<file path="src/rtl/br_ram_rd_initiator_resp_buf.sv">
// ----------------------------------------------------------------------------
// br_ram_rd_initiator_resp_buf
//
// Circular flop buffer that captures RAM read data and hands it out in order.
// A capture writes at the write pointer and is visible the next cycle. A pop
// advances the read pointer. Capture and pop in the same cycle leave the
// occupancy unchanged.
//
// Ports:
//   clk          clock
//   rst          asynchronous active-high reset
//   cap_valid_i  capture strobe (RAM read data valid)
//   cap_data_i   data to capture
//   pop_ready_i  consumer ready
//   pop_valid_o  buffer holds at least one entry
//   pop_data_o   entry at the read pointer
//   occupancy_o  number of entries held
//   full_o       occupancy equals Entries
// ----------------------------------------------------------------------------
module br_ram_rd_initiator_resp_buf #(
  parameter int Width   = 8,
  parameter int Entries = 3
) (
  input  logic                             clk,
  input  logic                             rst,
  input  logic                             cap_valid_i,
  input  logic [Width-1:0]                 cap_data_i,
  input  logic                             pop_ready_i,
  output logic                             pop_valid_o,
  output logic [Width-1:0]                 pop_data_o,
  output logic [$clog2(Entries+1)-1:0]     occupancy_o,
  output logic                             full_o
);

  // A single-entry buffer still needs a 1-bit pointer to keep widths legal.
  localparam int PtrW = (Entries > 1) ? $clog2(Entries) : 1;
  localparam int CntW = $clog2(Entries + 1);

  logic [Width-1:0] mem_q [Entries];
  logic [PtrW-1:0]  wr_ptr_q, wr_ptr_d;
  logic [PtrW-1:0]  rd_ptr_q, rd_ptr_d;
  logic [CntW-1:0]  occ_q, occ_d;
  logic             pop_hs;

  // Pointers wrap at Entries-1, which need not be a power of two.
  function automatic logic [PtrW-1:0] next_ptr(input logic [PtrW-1:0] p);
    if (p == PtrW'(Entries - 1)) return '0;
    return p + PtrW'(1);
  endfunction

  assign pop_valid_o = (occ_q != '0);
  assign pop_data_o  = mem_q[rd_ptr_q];
  assign occupancy_o = occ_q;
  assign full_o      = (occ_q == CntW'(Entries));
  assign pop_hs      = pop_valid_o && pop_ready_i;

  always_comb begin
    // NOTE: every variable gets its default first so no path leaves it
    // unassigned; otherwise synthesis infers a latch to hold the old value.
    wr_ptr_d = wr_ptr_q;
    rd_ptr_d = rd_ptr_q;
    occ_d    = occ_q;
    if (cap_valid_i) wr_ptr_d = next_ptr(wr_ptr_q);
    if (pop_hs)      rd_ptr_d = next_ptr(rd_ptr_q);
    unique case ({cap_valid_i, pop_hs})
      2'b10:   occ_d = occ_q + CntW'(1);
      2'b01:   occ_d = occ_q - CntW'(1);
      default: occ_d = occ_q;
    endcase
  end

  always_ff @(posedge clk or posedge rst) begin
    if (rst) begin
      // NOTE: sequential state uses non-blocking assignments so every flop
      // samples pre-edge values regardless of statement order.
      wr_ptr_q <= '0;
      rd_ptr_q <= '0;
      occ_q    <= '0;
    end else begin
      wr_ptr_q <= wr_ptr_d;
      rd_ptr_q <= rd_ptr_d;
      occ_q    <= occ_d;
    end
  end

  // NOTE: the storage array is reset because pop_data must read 0 out of
  // reset; this is a handful of flops, not a RAM macro, so the cost is small.
  always_ff @(posedge clk or posedge rst) begin
    if (rst) begin
      for (int i = 0; i < Entries; i++) mem_q[i] <= '0;
    end else if (cap_valid_i) begin
      mem_q[wr_ptr_q] <= cap_data_i;
    end
  end

endmodule

</file>
<file path="src/rtl/br_ram_rd_initiator.sv">
// ----------------------------------------------------------------------------
// br_ram_rd_initiator
//
// Read-side initiator for a fixed-latency 1R1W flop RAM. Read requests are
// accepted on a valid/ready push interface and forwarded combinationally to
// the RAM read port. Returning data is captured in a response buffer and
// presented in request order on a valid/ready pop interface. A credit counter
// reserves a buffer entry for every issued read, so RAM data is never dropped
// and never has to be stalled.
//
// Parameters: Depth (RAM entries, >= 2), Width (>= 1), ReadLatency (>= 0),
// RespBufferDepth (>= 1; >= ReadLatency+2 for one request per cycle).
//
// Ports:
//   clk, rst        clock, asynchronous active-high reset
//   push_valid/ready/addr   read request handshake
//   rd_addr_valid/rd_addr   RAM read strobe and address
//   rd_data_valid/rd_data   RAM read return
//   pop_valid/ready/data    response handshake
//   credit_count            unreserved response buffer entries
// ----------------------------------------------------------------------------
module br_ram_rd_initiator #(
  parameter int Depth           = 16,
  parameter int Width           = 8,
  parameter int ReadLatency     = 1,
  parameter int RespBufferDepth = 3
) (
  input  logic                                     clk,
  input  logic                                     rst,
  input  logic                                     push_valid,
  output logic                                     push_ready,
  input  logic [$clog2(Depth)-1:0]                 push_addr,
  output logic                                     rd_addr_valid,
  output logic [$clog2(Depth)-1:0]                 rd_addr,
  input  logic                                     rd_data_valid,
  input  logic [Width-1:0]                         rd_data,
  output logic                                     pop_valid,
  input  logic                                     pop_ready,
  output logic [Width-1:0]                         pop_data,
  output logic [$clog2(RespBufferDepth+1)-1:0]     credit_count
);

  localparam int AddrW = $clog2(Depth);
  localparam int CntW  = $clog2(RespBufferDepth + 1);

  logic [CntW-1:0]  credit_q, credit_d;
  logic [AddrW-1:0] rd_addr_q, rd_addr_d;
  logic [CntW-1:0]  occupancy;
  logic             buf_full;
  logic             push_hs;
  logic             pop_hs;

  // Ready depends only on the registered credit, never on pop_ready, so a pop
  // frees its credit one cycle later and there is no combinational loop.
  assign push_ready = !rst && (credit_q != '0);
  assign push_hs    = push_valid && push_ready;
  assign pop_hs     = pop_valid && pop_ready;

  always_comb begin
    credit_d  = credit_q;
    rd_addr_d = rd_addr_q;
    unique case ({push_hs, pop_hs})
      2'b10:   credit_d = credit_q - CntW'(1);
      2'b01:   credit_d = credit_q + CntW'(1);
      default: credit_d = credit_q;
    endcase
    if (push_hs) rd_addr_d = push_addr;
  end

  // The address is forwarded in the push cycle and then held, so rd_addr is
  // stable between requests.
  assign rd_addr_valid = push_hs;
  assign rd_addr       = rd_addr_d;
  assign credit_count  = credit_q;

  always_ff @(posedge clk or posedge rst) begin
    if (rst) begin
      credit_q  <= CntW'(RespBufferDepth);
      rd_addr_q <= '0;
    end else begin
      credit_q  <= credit_d;
      rd_addr_q <= rd_addr_d;
    end
  end

  br_ram_rd_initiator_resp_buf #(
    .Width   (Width),
    .Entries (RespBufferDepth)
  ) u_resp_buf (
    .clk         (clk),
    .rst         (rst),
    .cap_valid_i (rd_data_valid),
    .cap_data_i  (rd_data),
    .pop_ready_i (pop_ready),
    .pop_valid_o (pop_valid),
    .pop_data_o  (pop_data),
    .occupancy_o (occupancy),
    .full_o      (buf_full)
  );

  // In-flight reads = RespBufferDepth - credit - occupancy; none are in flight
  // when credit and occupancy together account for the whole buffer.
  logic [CntW:0] reserved_sum;
  logic          no_inflight;
  assign reserved_sum = {1'b0, credit_q} + {1'b0, occupancy};
  assign no_inflight  = (reserved_sum == (CntW+1)'(RespBufferDepth));

  // With zero latency the RAM answers the push of the same cycle, before the
  // credit register has counted it.
  a_no_orphan_data : assert property (@(posedge clk) disable iff (rst)
    rd_data_valid |-> (!no_inflight || (ReadLatency == 0 && push_hs)));

  a_no_capture_full : assert property (@(posedge clk) disable iff (rst)
    rd_data_valid |-> !buf_full);

  a_push_stable : assert property (@(posedge clk) disable iff (rst)
    (push_valid && !push_ready) |=> (push_valid && $stable(push_addr)));

endmodule
</file>
<file path="config.mk">
export PLATFORM = sky130hd
export DESIGN_NAME = br_ram_rd_initiator
export DESIGN_NICKNAME = d
export VERILOG_FILES = /design/src/rtl/br_ram_rd_initiator_resp_buf.sv /design/src/rtl/br_ram_rd_initiator.sv
export SDC_FILE = /design/constraint.sdc
export NUM_CORES = 1
export LEC_CHECK = 0
export ABC_AREA = 1
export BUFFER_PORTS_ARGS = -buffer_cell sky130_fd_sc_hd__buf_2
export CORE_MARGIN = 2
export CORE_UTILIZATION = 36
export CTS_CLUSTER_DIAMETER = 50
export DETAILED_ROUTE_END_ITERATION = 8
export PLACE_DENSITY = 0.64
export SLEW_MARGIN = 20
export SYNTH_ARGS = -nofsm -noshare
export SYNTH_HDL_FRONTEND = slang
export SYNTH_SLANG_ARGS = --single-unit
export TNS_END_PERCENT = 50
</file>
<file path="constraint.sdc">
create_clock -name clk -period 2 [get_ports clk]
set_input_delay 0.4 -clock clk [delete_from_list [all_inputs] [get_ports clk]]
set_output_delay 0.4 -clock clk [all_outputs]
set_load 0.01 [all_outputs]
</file>
==> impl_metrics.py <==
metrics = {
    "status": {
        "status": "completed",
    },
    "worst_setup_path": {
        "arrival_ns": 1.45,
        "end_kind": "output pin",
        "reg2reg_from": "credit_count[0]",
        "crit_fanout": 5,
        "startpoint_type": "register",
        "reg2reg_to": "credit_count[1]",
        "reg2regPathDepth": 8,
        "cp.required_ns": 1.60,
        "worst-setup-path-type": "register to output pin",
        "rrSetupSlack_ns": 0.52,
    },
    "timing": {
        "worst_slew_pin_slew_ns": 0.460,
        "fmax_mhz": 542,
        "clock-skew-final_ns": 0.00284,
        "rsz0062_at_grt": "false",
        "finalCritPeriodShare_pct": 92.3,
        "setup_viol": 0,
        "period_needed_ns": 1.85,
        "finalHoldViolations": 0,
        "slew_headroom_pct": 69.3,
        "fin_setup_tns_ns": 0,
        "drv_slew": 0,
        "fin_ws_ns": 0.154,
        "worst_hold_slack_ns": 0.274,
    },
    "drt": {
        "viasPerCell": 4.72,
        "avgRoutedWirePerCell_um": 11.5,
        "wl_um": 3270,
        "firstDrtPassIters": 4,
        "postRouteAntennaNets": 0,
        "first_iter_violations": 30,
        "num_vias": 1335,
        "drc": 0,
    },
    "floorplan": {
        "die_w_um": 71.6,
        "die-area_um2": 5130,
        "core_area_um2": 4380,
        "die-height_um": 71.6,
        "ioPinCount": 34,
        "rows": 24,
        "start_util_pct": 37.5,
    },
    "final_layout": {
        "final_cells": 283,
        "final.fill_count": 463,
        "nets": 249,
        "n_antenna_cell": 0,
        "multiInputGateArea_um2": 626,
        "drive_gt1_share_pct": 25.5,
        "register_area_um2": 903,
        "syn_to_final_growth_pct": 20.5,
    },
    "place": {
        "place_ws_ns": 0.408,
        "gp_congestion": 0.721,
        "post-place-cells": 275,
        "port-buffer-count": 33,
        "dp_hpwl_um": 2290,
    },
    "synthesis": {
        "synthArstFlopShare_pct": 100,
        "yosysMostFrequentCell": "nand2_1",
        "synth_seq_cells": 36,
        "syn_avg_cell_area_um2": 8.66,
        "synth.distinct_cells": 15,
        "ys_seq_area_share_pct": 54.9,
        "synth_top_cell_area_share_pct": 51.7,
        "synth_area_leader_cell": "dfrtp_1",
        "synth_area_leaders": "dfrtp_1, nand2_1, inv_1",
        "syn_inst": 190,
        "syn_nets": 209,
        "synth-edff-count": 0,
        "dominantRegCellSynth": "dfrtp_1",
        "synth_commonest_cells": "nand2_1, dfrtp_1, inv_1, nand3_1, o21ai_0",
        "yosysWarnings": 0,
        "syn_area_um2": 1650,
    },
    "clocking": {
        "cts_max_level": 2,
        "root_buffer": "clkbuf_8",
        "cts_max_path_buffers": 2,
        "clkLatencyLatePin_ns": 0.29,
        "cts_tree": "done",
        "post_cts_buffers": 0,
        "cts_buffers": 5,
        "clkSinkCount": 36,
        "clk_pin_slew_worst_paths_ns": 0.07,
    },
    "power_and_ir_drop": {
        "power_density_nw_per_um2": 1620,
        "irDropWorstVdd_mv": 0.607,
        "power_leakage_nw": 1.07,
        "power_mw": 3.22,
    },
    "global_route": {
        "grt_pass1_wl_um": 5600,
        "grt_usage_pct": 14.2,
        "grt_max_degree": 37,
        "grt_overflow_total": 0,
        "grt_pass1_vias": 1248,
        "antenna_found_initial": 0,
    },
    "worst_hold_path": {
        "hp-class": "primary input to async pin",
    },
    "flow_run": {
        "maxCapViolations": 0,
    },
}
## cells in the final DEF, fill, tap and decap left out, types with 3 or more instances in the layout
| master | n |
|---|---|
| nor2_1 | 3 |
| o21ai_2 | 8 |
| o21ai_0 | 11 |
| nand3_1 | 14 |
| nand3_2 | 3 |
| nand2_1 | 72 |
| dfrtp_1 | 34 |
| o21ai_1 | 8 |
| clkbuf_8 | 5 |
| buf_2 | 33 |
| inv_1 | 23 |
| buf_4 | 3 |
## kinds of logic (layout without fill, tap and decap cells)
kind of cell             after synthesis  count (layout)  share of synthesized area, %
AND/OR/NAND/NOR                       96              96                          24.9
buffers and inverters                 27              68                          7.53
XOR/XNOR                               2               2                          1.06
AO/OA/AOI/OAI                         27              27                          10.0
adder cells (fa/ha/maj)                2               2                          1.52
flip-flops                            36              36                          54.9
## stage by stage
stage,utilization [%],area (um^2)
2_1_floorplan,-,1650
3_3_place_gp,42.6,1870
3_5_place_dp,42.6,1870
4_1_cts,45.1,1980
5_1_grt,45.2,1980
6_report,45.2,1980
## flip-flops by register name, summed over array words and instances (netlist names)
signal and flops:
u_resp_buf.rd_ptr_q 2, rd_addr_q 4, credit_count 2, u_resp_buf.wr_ptr_q 2, u_resp_buf.mem_q 24, u_resp_buf.occupancy_o 2
## worst max path at each step
stage,startpoint,to,cells past startpoint
after floorplan,rst,credit_count[1],7
after global routing,u_resp_buf.rd_ptr_q[1],pop_data[6],6
after detailed placement,credit_count[0],rd_addr[1],5
final,u_resp_buf.rd_ptr_q[1],pop_data[6],6
after global placement,credit_count[0],rd_addr[1],5
after CTS,credit_count[0],rd_addr[0],6
## power breakdown
group | internal [mW] | total, mW | switching (mW)
Clock | 0.370 | 0.634 | 0.264
Combinational | 0.522 | 1.30 | 0.781
Sequential | 1.09 | 1.29 | 0.195
## timing repair
| item | in CTS | in global routing |
|---|---|---|
| hold buffers | 0 | 0 |
| setup endpoints to repair | 0 | 4 |
| resized for setup | 0 | 2 |
## critical path, cell delays in order, from the launching register on
cell	delay [ns]
dfrtp_1	0.38
inv_1	0.06
nor2_1	0.25
buf_4	0.21
nand2_1	0.05
nand3_1	0.08
buf_2	0.14
## routing by layer
| layer | global-route usage (%) | part of all wire (%) | up-vias |
|---|---|---|---|
| met2 | 22.8 | 47 | 33 |
| li1 | - | - | 677 |
| met1 | 17.7 | 46 | 618 |
| met3 | 3.66 | 5.1 | 7 |
| met5 | 0 | 0 | - |
| met4 | 6.92 | 2.0 | 0 |
## layout make-up
class / instances / share of cell area [%]
Tap cell: 52 / 3.28
Clock inverter: 2 / 1.77
Inverter: 24 / 4.73
Timing Repair Buffer: 36 / 9.46
Clock buffer: 6 / 3.66
Multi-Input combinational cell: 127 / 31.5
Sequential cell: 36 / 45.6
Power figures use the tool's default switching activity.
